$ cat src/rtl/multicycle_control_fsm.sv
// Moore sequencer for the multicycle MIPS-subset datapath. It supports R, lw, sw, beq, addi and j.
// Define PERF_CNT_EN to add the instr_cnt/stall_cnt performance counters.
module multicycle_control_fsm #(
  parameter int CNT_W = 32
) (
  input  logic       clk,
  input  logic       reset,
  input  logic [5:0] op,
  input  logic       ZF,
  input  logic       mem_ready,
  output logic       PCWrite,
  output logic       IRWrite,
  output logic       MemRead,
  output logic       MemToWrite,
  output logic       IorD,
  output logic       RegWrite,
  output logic       RegDst,
  output logic       MemToReg,
  output logic       ALUSrcA,
  output logic [1:0] ALUSrcB,
  output logic [2:0] ALUOp,
  output logic [1:0] PCSrc,
  output logic       illegal,
  output logic [3:0] state
`ifdef PERF_CNT_EN
  ,
  output logic [CNT_W-1:0] instr_cnt,
  output logic [CNT_W-1:0] stall_cnt
`endif
);

  localparam logic [5:0] OP_R    = 6'b000000;
  localparam logic [5:0] OP_LW   = 6'b100011;
  localparam logic [5:0] OP_SW   = 6'b101011;
  localparam logic [5:0] OP_BEQ  = 6'b000100;
  localparam logic [5:0] OP_ADDI = 6'b001000;
  localparam logic [5:0] OP_J    = 6'b000010;

  typedef enum logic [3:0] {
    S_FETCH  = 4'd0,  S_DECODE = 4'd1,  S_MEMADR = 4'd2,  S_MEMRD = 4'd3,
    S_MEMWB  = 4'd4,  S_MEMWR  = 4'd5,  S_EXEC_R = 4'd6,  S_WB_R  = 4'd7,
    S_EXEC_I = 4'd8,  S_WB_I   = 4'd9,  S_BRANCH = 4'd10, S_JUMP  = 4'd11
  } state_t;

  typedef struct packed {
    logic       mem_read;
    logic       mem_write;
    logic       iord;
    logic       reg_write;
    logic       reg_dst;
    logic       mem_to_reg;
    logic       alu_src_a;
    logic [1:0] alu_src_b;
    logic [2:0] alu_op;
    logic [1:0] pc_src;
    logic       in_fetch;
    logic       in_decode;
    logic       in_branch;
    logic       in_jump;
  } ctrl_t;

  function automatic ctrl_t decode(state_t s);
    ctrl_t c;
    c = '0;
    case (s)
      S_FETCH:  begin c.mem_read = 1'b1; c.alu_src_b = 2'b01; c.in_fetch = 1'b1; end
      S_DECODE: begin c.alu_src_b = 2'b11; c.in_decode = 1'b1; end
      S_MEMADR: begin c.alu_src_a = 1'b1; c.alu_src_b = 2'b10; end
      S_MEMRD:  begin c.mem_read = 1'b1; c.iord = 1'b1; end
      S_MEMWB:  begin c.reg_write = 1'b1; c.mem_to_reg = 1'b1; end
      S_MEMWR:  begin c.mem_write = 1'b1; c.iord = 1'b1; end
      S_EXEC_R: begin c.alu_src_a = 1'b1; c.alu_op = 3'b010; end
      S_WB_R:   begin c.reg_write = 1'b1; c.reg_dst = 1'b1; end
      S_EXEC_I: begin c.alu_src_a = 1'b1; c.alu_src_b = 2'b10; end
      S_WB_I:   c.reg_write = 1'b1;
      S_BRANCH: begin c.alu_src_a = 1'b1; c.alu_op = 3'b001; c.pc_src = 2'b01; c.in_branch = 1'b1; end
      S_JUMP:   begin c.pc_src = 2'b10; c.in_jump = 1'b1; end
      default:  c = '0;
    endcase
    return c;
  endfunction

  state_t st, nxt;
  ctrl_t  ctl;
  logic   is_lw;
  logic   op_legal;

  assign op_legal = (op == OP_R) || (op == OP_LW) || (op == OP_SW) ||
                    (op == OP_BEQ) || (op == OP_ADDI) || (op == OP_J);

  always_comb begin
    nxt = st;
    case (st)
      S_FETCH:  if (mem_ready) nxt = S_DECODE;
      S_DECODE: begin
        case (op)
          OP_LW, OP_SW: nxt = S_MEMADR;
          OP_R:         nxt = S_EXEC_R;
          OP_ADDI:      nxt = S_EXEC_I;
          OP_BEQ:       nxt = S_BRANCH;
          OP_J:         nxt = S_JUMP;
          default:      nxt = S_FETCH;
        endcase
      end
      S_MEMADR: nxt = is_lw ? S_MEMRD : S_MEMWR;
      S_MEMRD:  if (mem_ready) nxt = S_MEMWB;
      S_MEMWR:  if (mem_ready) nxt = S_FETCH;
      S_EXEC_R: nxt = S_WB_R;
      S_EXEC_I: nxt = S_WB_I;
      default:  nxt = S_FETCH;
    endcase
  end

  // Control word is registered from the next state so the outputs are glitch-free flops.
  // The reset value matches FETCH so the outputs are valid as soon as reset drops.
  always_ff @(posedge clk or posedge reset) begin
    if (reset) begin
      st    <= S_FETCH;
      ctl   <= decode(S_FETCH);
      is_lw <= 1'b0;
    end else begin
      st  <= nxt;
      ctl <= decode(nxt);
      // op is only meaningful in DECODE, so latch the lw/sw choice for MEMADR.
      if (st == S_DECODE) is_lw <= (op == OP_LW);
    end
  end

  assign PCWrite    = ~reset & ((ctl.in_fetch & mem_ready) | (ctl.in_branch & ZF) | ctl.in_jump);
  assign IRWrite    = ~reset & ctl.in_fetch & mem_ready;
  assign MemRead    = ~reset & ctl.mem_read;
  assign MemToWrite = ~reset & ctl.mem_write;
  assign IorD       = ~reset & ctl.iord;
  assign RegWrite   = ~reset & ctl.reg_write;
  assign RegDst     = ~reset & ctl.reg_dst;
  assign MemToReg   = ~reset & ctl.mem_to_reg;
  assign ALUSrcA    = ~reset & ctl.alu_src_a;
  assign ALUSrcB    = reset ? 2'b00 : ctl.alu_src_b;
  assign ALUOp      = reset ? 3'b000 : ctl.alu_op;
  assign PCSrc      = reset ? 2'b00 : ctl.pc_src;
  assign illegal    = ~reset & ctl.in_decode & ~op_legal;
  assign state      = st;

`ifdef PERF_CNT_EN
  logic stalled;
  assign stalled = ((st == S_FETCH) || (st == S_MEMRD) || (st == S_MEMWR)) && !mem_ready;

  always_ff @(posedge clk or posedge reset) begin
    if (reset) begin
      instr_cnt <= '0;
      stall_cnt <= '0;
    end else begin
      if (st == S_FETCH && mem_ready) instr_cnt <= instr_cnt + 1'b1;
      if (stalled)                    stall_cnt <= stall_cnt + 1'b1;
    end
  end
`endif

endmodule

$ cat config.mk
export PLATFORM = sky130hd
export DESIGN_NAME = multicycle_control_fsm
export DESIGN_NICKNAME = d
export VERILOG_FILES = /design/src/rtl/multicycle_control_fsm.sv
export SDC_FILE = /design/constraint.sdc
export NUM_CORES = 1
export LEC_CHECK = 0
export CORE_ASPECT_RATIO = 1.5
export CORE_MARGIN = 1.5
export CORE_UTILIZATION = 39
export CTS_BUF_LIST = sky130_fd_sc_hd__clkbuf_4 sky130_fd_sc_hd__clkbuf_8 sky130_fd_sc_hd__clkbuf_16
export CTS_CLUSTER_DIAMETER = 120
export CTS_CLUSTER_SIZE = 40
export DETAILED_ROUTE_END_ITERATION = 7
export PLACE_DENSITY_LB_ADDON = 0.2
export SETUP_SLACK_MARGIN = 0.5
export SLEW_MARGIN = 20
export SYNTH_ARGS = -nofsm -noshare
export SYNTH_HDL_FRONTEND = slang
export SYNTH_SLANG_ARGS = --single-unit
$ cat constraint.sdc
create_clock -name clk -period 6.7 [get_ports clk]
set_input_delay 2.01 -clock clk [delete_from_list [all_inputs] [get_ports clk]]
set_output_delay 2.01 -clock clk [all_outputs]
set_load 0.1 [all_outputs]
==> impl_metrics.py, run 1 <==
metrics = {
    "routing": {
        "residual_drc_count": 0,
        "vias": 902,
        "drt_first_pass_iters": 4,
        "drtIter0Drc": 14,
        "drt-total-wl_um": 2320,
        "vias_per_cell": 5.13,
        "ant_nets": 0,
        "post_drt_wl_per_cell_um": 13.2,
    },
    "yosys": {
        "ys_ff_latch": 20,
        "area_share_of_the_largest_cell_type_after_synthesis_pct": 38.2,
        "syn_area_per_cell_um2": 10.0,
        "synth_enable_flop_cells": 0,
        "synth_warnings": 0,
        "netlist_top_cells_area": "sky130_fd_sc_hd__dfrtp_1, sky130_fd_sc_hd__nor2b_1, sky130_fd_sc_hd__dfstp_2",
        "synthesis.area_um2": 1110,
        "yosys.cell_count.top_type": "sky130_fd_sc_hd__dfrtp_1",
        "post_syn_instances": 111,
        "post_synth_num_cell_types": 45,
        "synthFlopType": "sky130_fd_sc_hd__dfrtp_1",
        "syn-num-nets": 121,
        "synth_top_cell_by_area": "sky130_fd_sc_hd__dfrtp_1",
        "synth.yosys.seq_area_share_pct": 45.3,
        "asyncSetResetFlopFracSynth_pct": 100,
        "synth_top_cells_by_count": "sky130_fd_sc_hd__dfrtp_1, sky130_fd_sc_hd__nor2b_1, sky130_fd_sc_hd__nor2_1",
    },
    "global_route": {
        "grt_start_max_net_pins": 22,
        "grt_overflow_total": 0,
        "grt.total_usage_pct": 17.3,
        "grt_pass1_vias": 866,
        "antenna_found_initial": 0,
        "wire_length_of_the_first_global_routing_pass_um": 3880,
    },
    "clock_tree": {
        "post-cts-setup-buffer-count": 0,
        "clock_latency_ns": 0.26,
        "cts.hold.buffers_added": 0,
        "post_cts.resized_instances": 0,
        "cts-htree-levels": 1,
        "cts_buffers": 3,
        "tritoncts": "built",
        "cts.sinks": 20,
        "clock-root-buffer": "sky130_fd_sc_hd__clkbuf_8",
        "cts_max_path_buffers": 2,
        "cts.reportedPaths.clkPinSlew_ns": 0.07,
    },
    "timing": {
        "post_route_setup_tns_ns": 0,
        "rsz0062_at_grt": "no",
        "finalHoldViolations": 0,
        "layout_min_cycle_time_ns": 5.65,
        "relSlewSlack_pct": 35.8,
        "layout_worst_path_cycle_share_pct": 84.3,
        "finalClockSkew_ns": 0.00626,
        "setup_viol": 0,
        "max_slew.worst_pin.slew_ns": 0.960,
        "slew_violations": 0,
        "fmax_ghz": 0.177,
    },
    "floorplan": {
        "starting_density_of_the_core_pct": 41.1,
        "chipHeight_um": 68.4,
        "core-area_um2": 2710,
        "die_area_um2": 3190,
        "row_count": 23,
        "io_pins": 31,
        "die_width_um": 46.6,
    },
    "setup_path": {
        "timing.critical_path.to": "illegal",
        "cp_data_required_time_ns": 4.69,
        "critical_path_class": "input port to primary output",
        "depth_of_the_most_critical_reg_to_reg_path": 5,
        "cp_data_arrival_time_ns": 3.64,
        "start_kind": "input port",
        "reg2reg_from": "state[0]",
        "critPathMaxFanout": 7,
        "regToRegEndpoint": "ctl[16]",
        "worst_setup_path_startpoint": "op[3]",
        "reg2reg_setup_slack_ns": 4.86,
        "critical_path.endpoint_type": "primary output",
    },
    "outcome": {
        "outcome": "finished clean",
    },
    "power_and_ir_drop": {
        "p_leak_uw": 0.000675,
        "peakVddDrop_mv": 0.189,
        "power_density_nw_per_um2": 376,
    },
    "cells_and_area": {
        "design_area_um2": 1460,
        "final_net_count": 150,
        "post_route_cells_drive_above_1_share_pct": 25.9,
        "num_antenna_cells": 0,
        "synthToLayoutAreaGrowth_pct": 31.3,
    },
    "placement": {
        "routabilityCongestion": 0.829,
        "detailed_place_hpwl_um": 1840,
        "numPortBuffers": 29,
        "dpl_cell_area_um2": 1410,
    },
    "flow_run": {
        "max_cap_violations": 0,
    },
    "worst_hold_path": {
        "hold_class": "register to register",
    },
}
final cells by class:
cell class,instances,area [um2]
tap,37,46.3
multi-input combinational,78,534
inverter,7,31.3
clock buffer,4,48.8
sequential,20,504
fill,265,1240
timing repair buffer,30,295
per-layer routing:
layer	up-vias	track usage (%)	share of wire [%]
met2	29	29.3	54
met1	421	20.3	39
met3	7	2.37	3.4
met5	-	0	0
met4	0	9.29	3.2
li1	445	-	-
flip-flops by register name, indices dropped and copies added (netlist names):
| register | cells |
|---|---|
| ctl | 15 |
| is_lw | 1 |
| state | 4 |
power by group:
group          internal [uW]  leakage, uW  total, uW  switching, uW
clock network           46.3    0.0000262       83.3           37.0
registers                153     0.000263        175           21.8
logic                   84.5     0.000386        291            206
total                    284     0.000675        549            265
critical path: stages:
cell and delay (ns):
sky130_fd_sc_hd__clkdlybuf4s50_1 0.54, sky130_fd_sc_hd__a2111o_1 0.45, sky130_fd_sc_hd__a21oi_2 0.17, sky130_fd_sc_hd__a21oi_1 0.06
sky130_fd_sc_hd__and3_1 0.23, sky130_fd_sc_hd__buf_12 0.17
cell families after synthesis:
group / share of synthesized area, %
AND/OR/NAND/NOR: 27.7
AO/OA/AOI/OAI: 17.9
flip-flops: 45.3
buffers and inverters: 6.97
XOR/XNOR: 0.788
multiplexers: 1.01
other: 0.337
through the flow:
stage          utilization [%]  setup slack [ns]  cells  hold slack (ns)  power [uW]
2_1_floorplan                -             0.606    111            0.464         404
3_3_place_gp              52.2              1.10    172            0.538         466
3_5_place_dp              52.2              1.06    172            0.529         467
4_1_cts                   54.0              1.05    176            0.543         551
5_1_grt                   54.0             0.965    176            0.589         579
6_report                  54.0              1.05    176            0.538         549
how the worst min path moves through the flow:
stage | startpoint | end | slack [ns] | cells past startpoint
after detailed placement | is_lw | is_lw | 0.53 | 2
after CTS | is_lw | is_lw | 0.54 | 2
after floorplan | is_lw | is_lw | 0.46 | 2
after global routing | is_lw | is_lw | 0.59 | 2
final | is_lw | is_lw | 0.54 | 2
after global placement | is_lw | is_lw | 0.54 | 2
placed cells by master (no fill, tap or decap), types with 2 or more instances in the layout:
master                            Yosys  final
sky130_fd_sc_hd__a21oi_1              5      5
sky130_fd_sc_hd__nor2_1               7      7
sky130_fd_sc_hd__dfstp_2              3      3
sky130_fd_sc_hd__inv_1                6      6
sky130_fd_sc_hd__nor3_1               6      6
sky130_fd_sc_hd__a21oi_2              3      3
sky130_fd_sc_hd__clkbuf_8             0      3
sky130_fd_sc_hd__buf_12               0      3
sky130_fd_sc_hd__dfrtp_1             17     17
sky130_fd_sc_hd__clkdlybuf4s50_1      0     13
sky130_fd_sc_hd__nand3_1              2      2
sky130_fd_sc_hd__and3_1               4      4
sky130_fd_sc_hd__nor2b_1             14     14
sky130_fd_sc_hd__nand2b_1             3      3
sky130_fd_sc_hd__nand2_1              4      4
sky130_fd_sc_hd__buf_4                2     14
sky130_fd_sc_hd__o211ai_1             2      2
No activity file was read; power rests on OpenSTA's default activity.
==> run 2: changes to the inputs <==
Clock period 6.7 ns to 5.1 ns, I/O delays scaled along.
==> run 2 against run 1 <==
Sequential share of layout area down 3.4 points; worst hold slack worse by 0.0070 ns; critical path depth unchanged; sequential power up 31%; worst setup slack worse by 0.39 ns; non-clock buffer count up 1; via count up 1.6%; combinational power up 37%.
==> impl_metrics.py, run 2 (synthesized netlist as in run 1, its figures left out) <==
metrics = {
    "routing": {
        "residual_drc_count": 0,
        "ant_nets": 0,
        "drt-total-wl_um": 2480,
        "post_drt_wl_per_cell_um": 14.0,
        "vias_per_cell": 5.18,
        "vias": 916,
        "drt_first_pass_iters": 4,
        "drtIter0Drc": 21,
    },
    "clock_tree": {
        "post-cts-setup-buffer-count": 0,
        "cts_max_path_buffers": 2,
        "clock-root-buffer": "sky130_fd_sc_hd__clkbuf_8",
        "tritoncts": "built",
        "cts.hold.buffers_added": 0,
        "clock_latency_ns": 0.26,
        "cts_buffers": 3,
        "cts.sinks": 20,
        "cts-htree-levels": 1,
        "cts.reportedPaths.clkPinSlew_ns": 0.08,
    },
    "placement": {
        "numPortBuffers": 29,
        "preCtsSetupSlack_ns": 0.410,
        "dpl_cell_area_um2": 1550,
        "routabilityCongestion": 0.841,
        "detailed_place_hpwl_um": 1990,
    },
    "floorplan": {
        "die_width_um": 46.6,
        "die_area_um2": 3190,
        "io_pins": 31,
        "chipHeight_um": 68.4,
        "core-area_um2": 2710,
        "starting_density_of_the_core_pct": 41.1,
        "row_count": 23,
    },
    "setup_path": {
        "reg2reg_setup_slack_ns": 3.28,
        "critical_path_class": "input port to primary output",
        "critical_path.endpoint_type": "primary output",
        "cp_data_arrival_time_ns": 2.90,
        "depth_of_the_most_critical_reg_to_reg_path": 5,
        "reg2reg_from": "state[2]",
        "critPathMaxFanout": 7,
        "start_kind": "input port",
        "regToRegEndpoint": "ctl[17]",
        "cp_data_required_time_ns": 3.57,
    },
    "worst_hold_path": {
        "min_delay_worst_endpoint": "is_lw",
        "timing.hold.worst.start": "is_lw",
        "hold_class": "register to register",
        "min_path_cells": 2,
    },
    "power_and_ir_drop": {
        "peakVddDrop_mv": 0.235,
        "p_leak_uw": 0.000742,
        "power_density_nw_per_um2": 486,
    },
    "cells_and_area": {
        "final_common_cell": "sky130_fd_sc_hd__dfrtp_1",
        "max_flop_register": "ctl",
        "design_area_um2": 1620,
        "final_core_utilization_pct": 59.8,
        "final_net_count": 151,
        "synthToLayoutAreaGrowth_pct": 45.4,
        "commonest_cells_after_routing_fill_and_taps_aside": "sky130_fd_sc_hd__dfrtp_1, sky130_fd_sc_hd__nor2b_1, sky130_fd_sc_hd__buf_12",
        "post_route_cells_drive_above_1_share_pct": 27.1,
        "num_antenna_cells": 0,
        "flip_flop_count_of_the_largest_register_after_layout": 15,
    },
    "timing": {
        "fmax_ghz": 0.226,
        "rsz0062_at_grt": "no",
        "post_route_setup_tns_ns": 0,
        "max_slew.worst_pin.slew_ns": 0.965,
        "layout_setup_ws_ns": 0.666,
        "layout_worst_path_cycle_share_pct": 86.9,
        "setup_viol": 0,
        "finalHoldWorstSlack_ns": 0.531,
        "finalClockSkew_ns": 0.00626,
        "layout_min_cycle_time_ns": 4.43,
        "slew_violations": 0,
        "finalHoldViolations": 0,
        "relSlewSlack_pct": 35.5,
    },
    "global_route": {
        "antenna_found_initial": 0,
        "grt_overflow_total": 0,
        "wire_length_of_the_first_global_routing_pass_um": 4010,
        "grt_pass1_vias": 847,
        "grt_start_max_net_pins": 15,
        "grt.total_usage_pct": 18.1,
    },
    "outcome": {
        "outcome": "finished clean",
    },
    "flow_run": {
        "max_cap_violations": 0,
    },
}
run 2: cell count changes in the layout (fill, tap and decap cells not counted):
| cell | delta |
|---|---|
| sky130_fd_sc_hd__clkbuf_4 | -1 |
| sky130_fd_sc_hd__buf_12 | +10 |
| sky130_fd_sc_hd__dlymetal6s2s_1 | +2 |
| sky130_fd_sc_hd__clkdlybuf4s50_1 | -6 |
| sky130_fd_sc_hd__nor2b_1 | -1 |
| sky130_fd_sc_hd__buf_4 | -9 |
| sky130_fd_sc_hd__nor2b_2 | +1 |
| sky130_fd_sc_hd__dlygate4sd2_1 | +4 |
| sky130_fd_sc_hd__bufinv_16 | +1 |
run 2: final cells by class:
type,count,area (um2)
Clock buffer,3,41.3
Clock inverter,1,30.0
Fill cell,241,1090
Inverter,7,31.3
Multi-Input combinational cell,78,537
Sequential cell,20,504
Tap cell,37,46.3
Timing Repair Buffer,31,428
run 2: report_power, final:
group	leakage [uW]	switching, uW	internal, uW
Clock	0.0000357	54.1	105
Sequential	0.000263	28.2	201
Combinational	0.000443	274	124
run 2: worst max path at each step:
stage / from / end / slack [ns] / depth (start not counted)
floorplan: reset / PCWrite / 0.1 / 3
finish: op[3] / illegal / 0.67 / 6
global placement: op[3] / illegal / 0.46 / 6
CTS: op[5] / illegal / 0.52 / 6
global route: op[3] / illegal / 0.60 / 6
detailed placement: op[3] / illegal / 0.41 / 6
run 2: timing repair:
action / 4_1_cts / 5_1_grt
pin swaps: 0 / 0
cloned: 0 / 0
endpoints found under the setup margin: 1 / 1
resized for setup: 4 / 2
run 2: layer usage:
| metal | vias up | track usage (%) | wire (um) |
|---|---|---|---|
| met4 | 0 | 9.64 | 58 |
| li1 | 445 | - | - |
| met5 | - | 0 | 0 |
| met3 | 5 | 1.58 | 59 |
| met2 | 27 | 32.3 | 1440 |
| met1 | 439 | 20.4 | 922 |
run 2: stage by stage:
stage | total power [uW] | cells
after floorplan | 531 | 111
after global placement | 628 | 173
after detailed placement | 632 | 173
after CTS | 791 | 177
after global routing | 823 | 177
final | 786 | 177
run 2: worst max-delay path: stages:
cell                            delay, ns
sky130_fd_sc_hd__dlygate4sd2_1       0.32
sky130_fd_sc_hd__a2111o_1            0.43
sky130_fd_sc_hd__a21oi_2             0.18
sky130_fd_sc_hd__a21oi_1             0.05
sky130_fd_sc_hd__and3_1              0.22
sky130_fd_sc_hd__buf_12              0.17
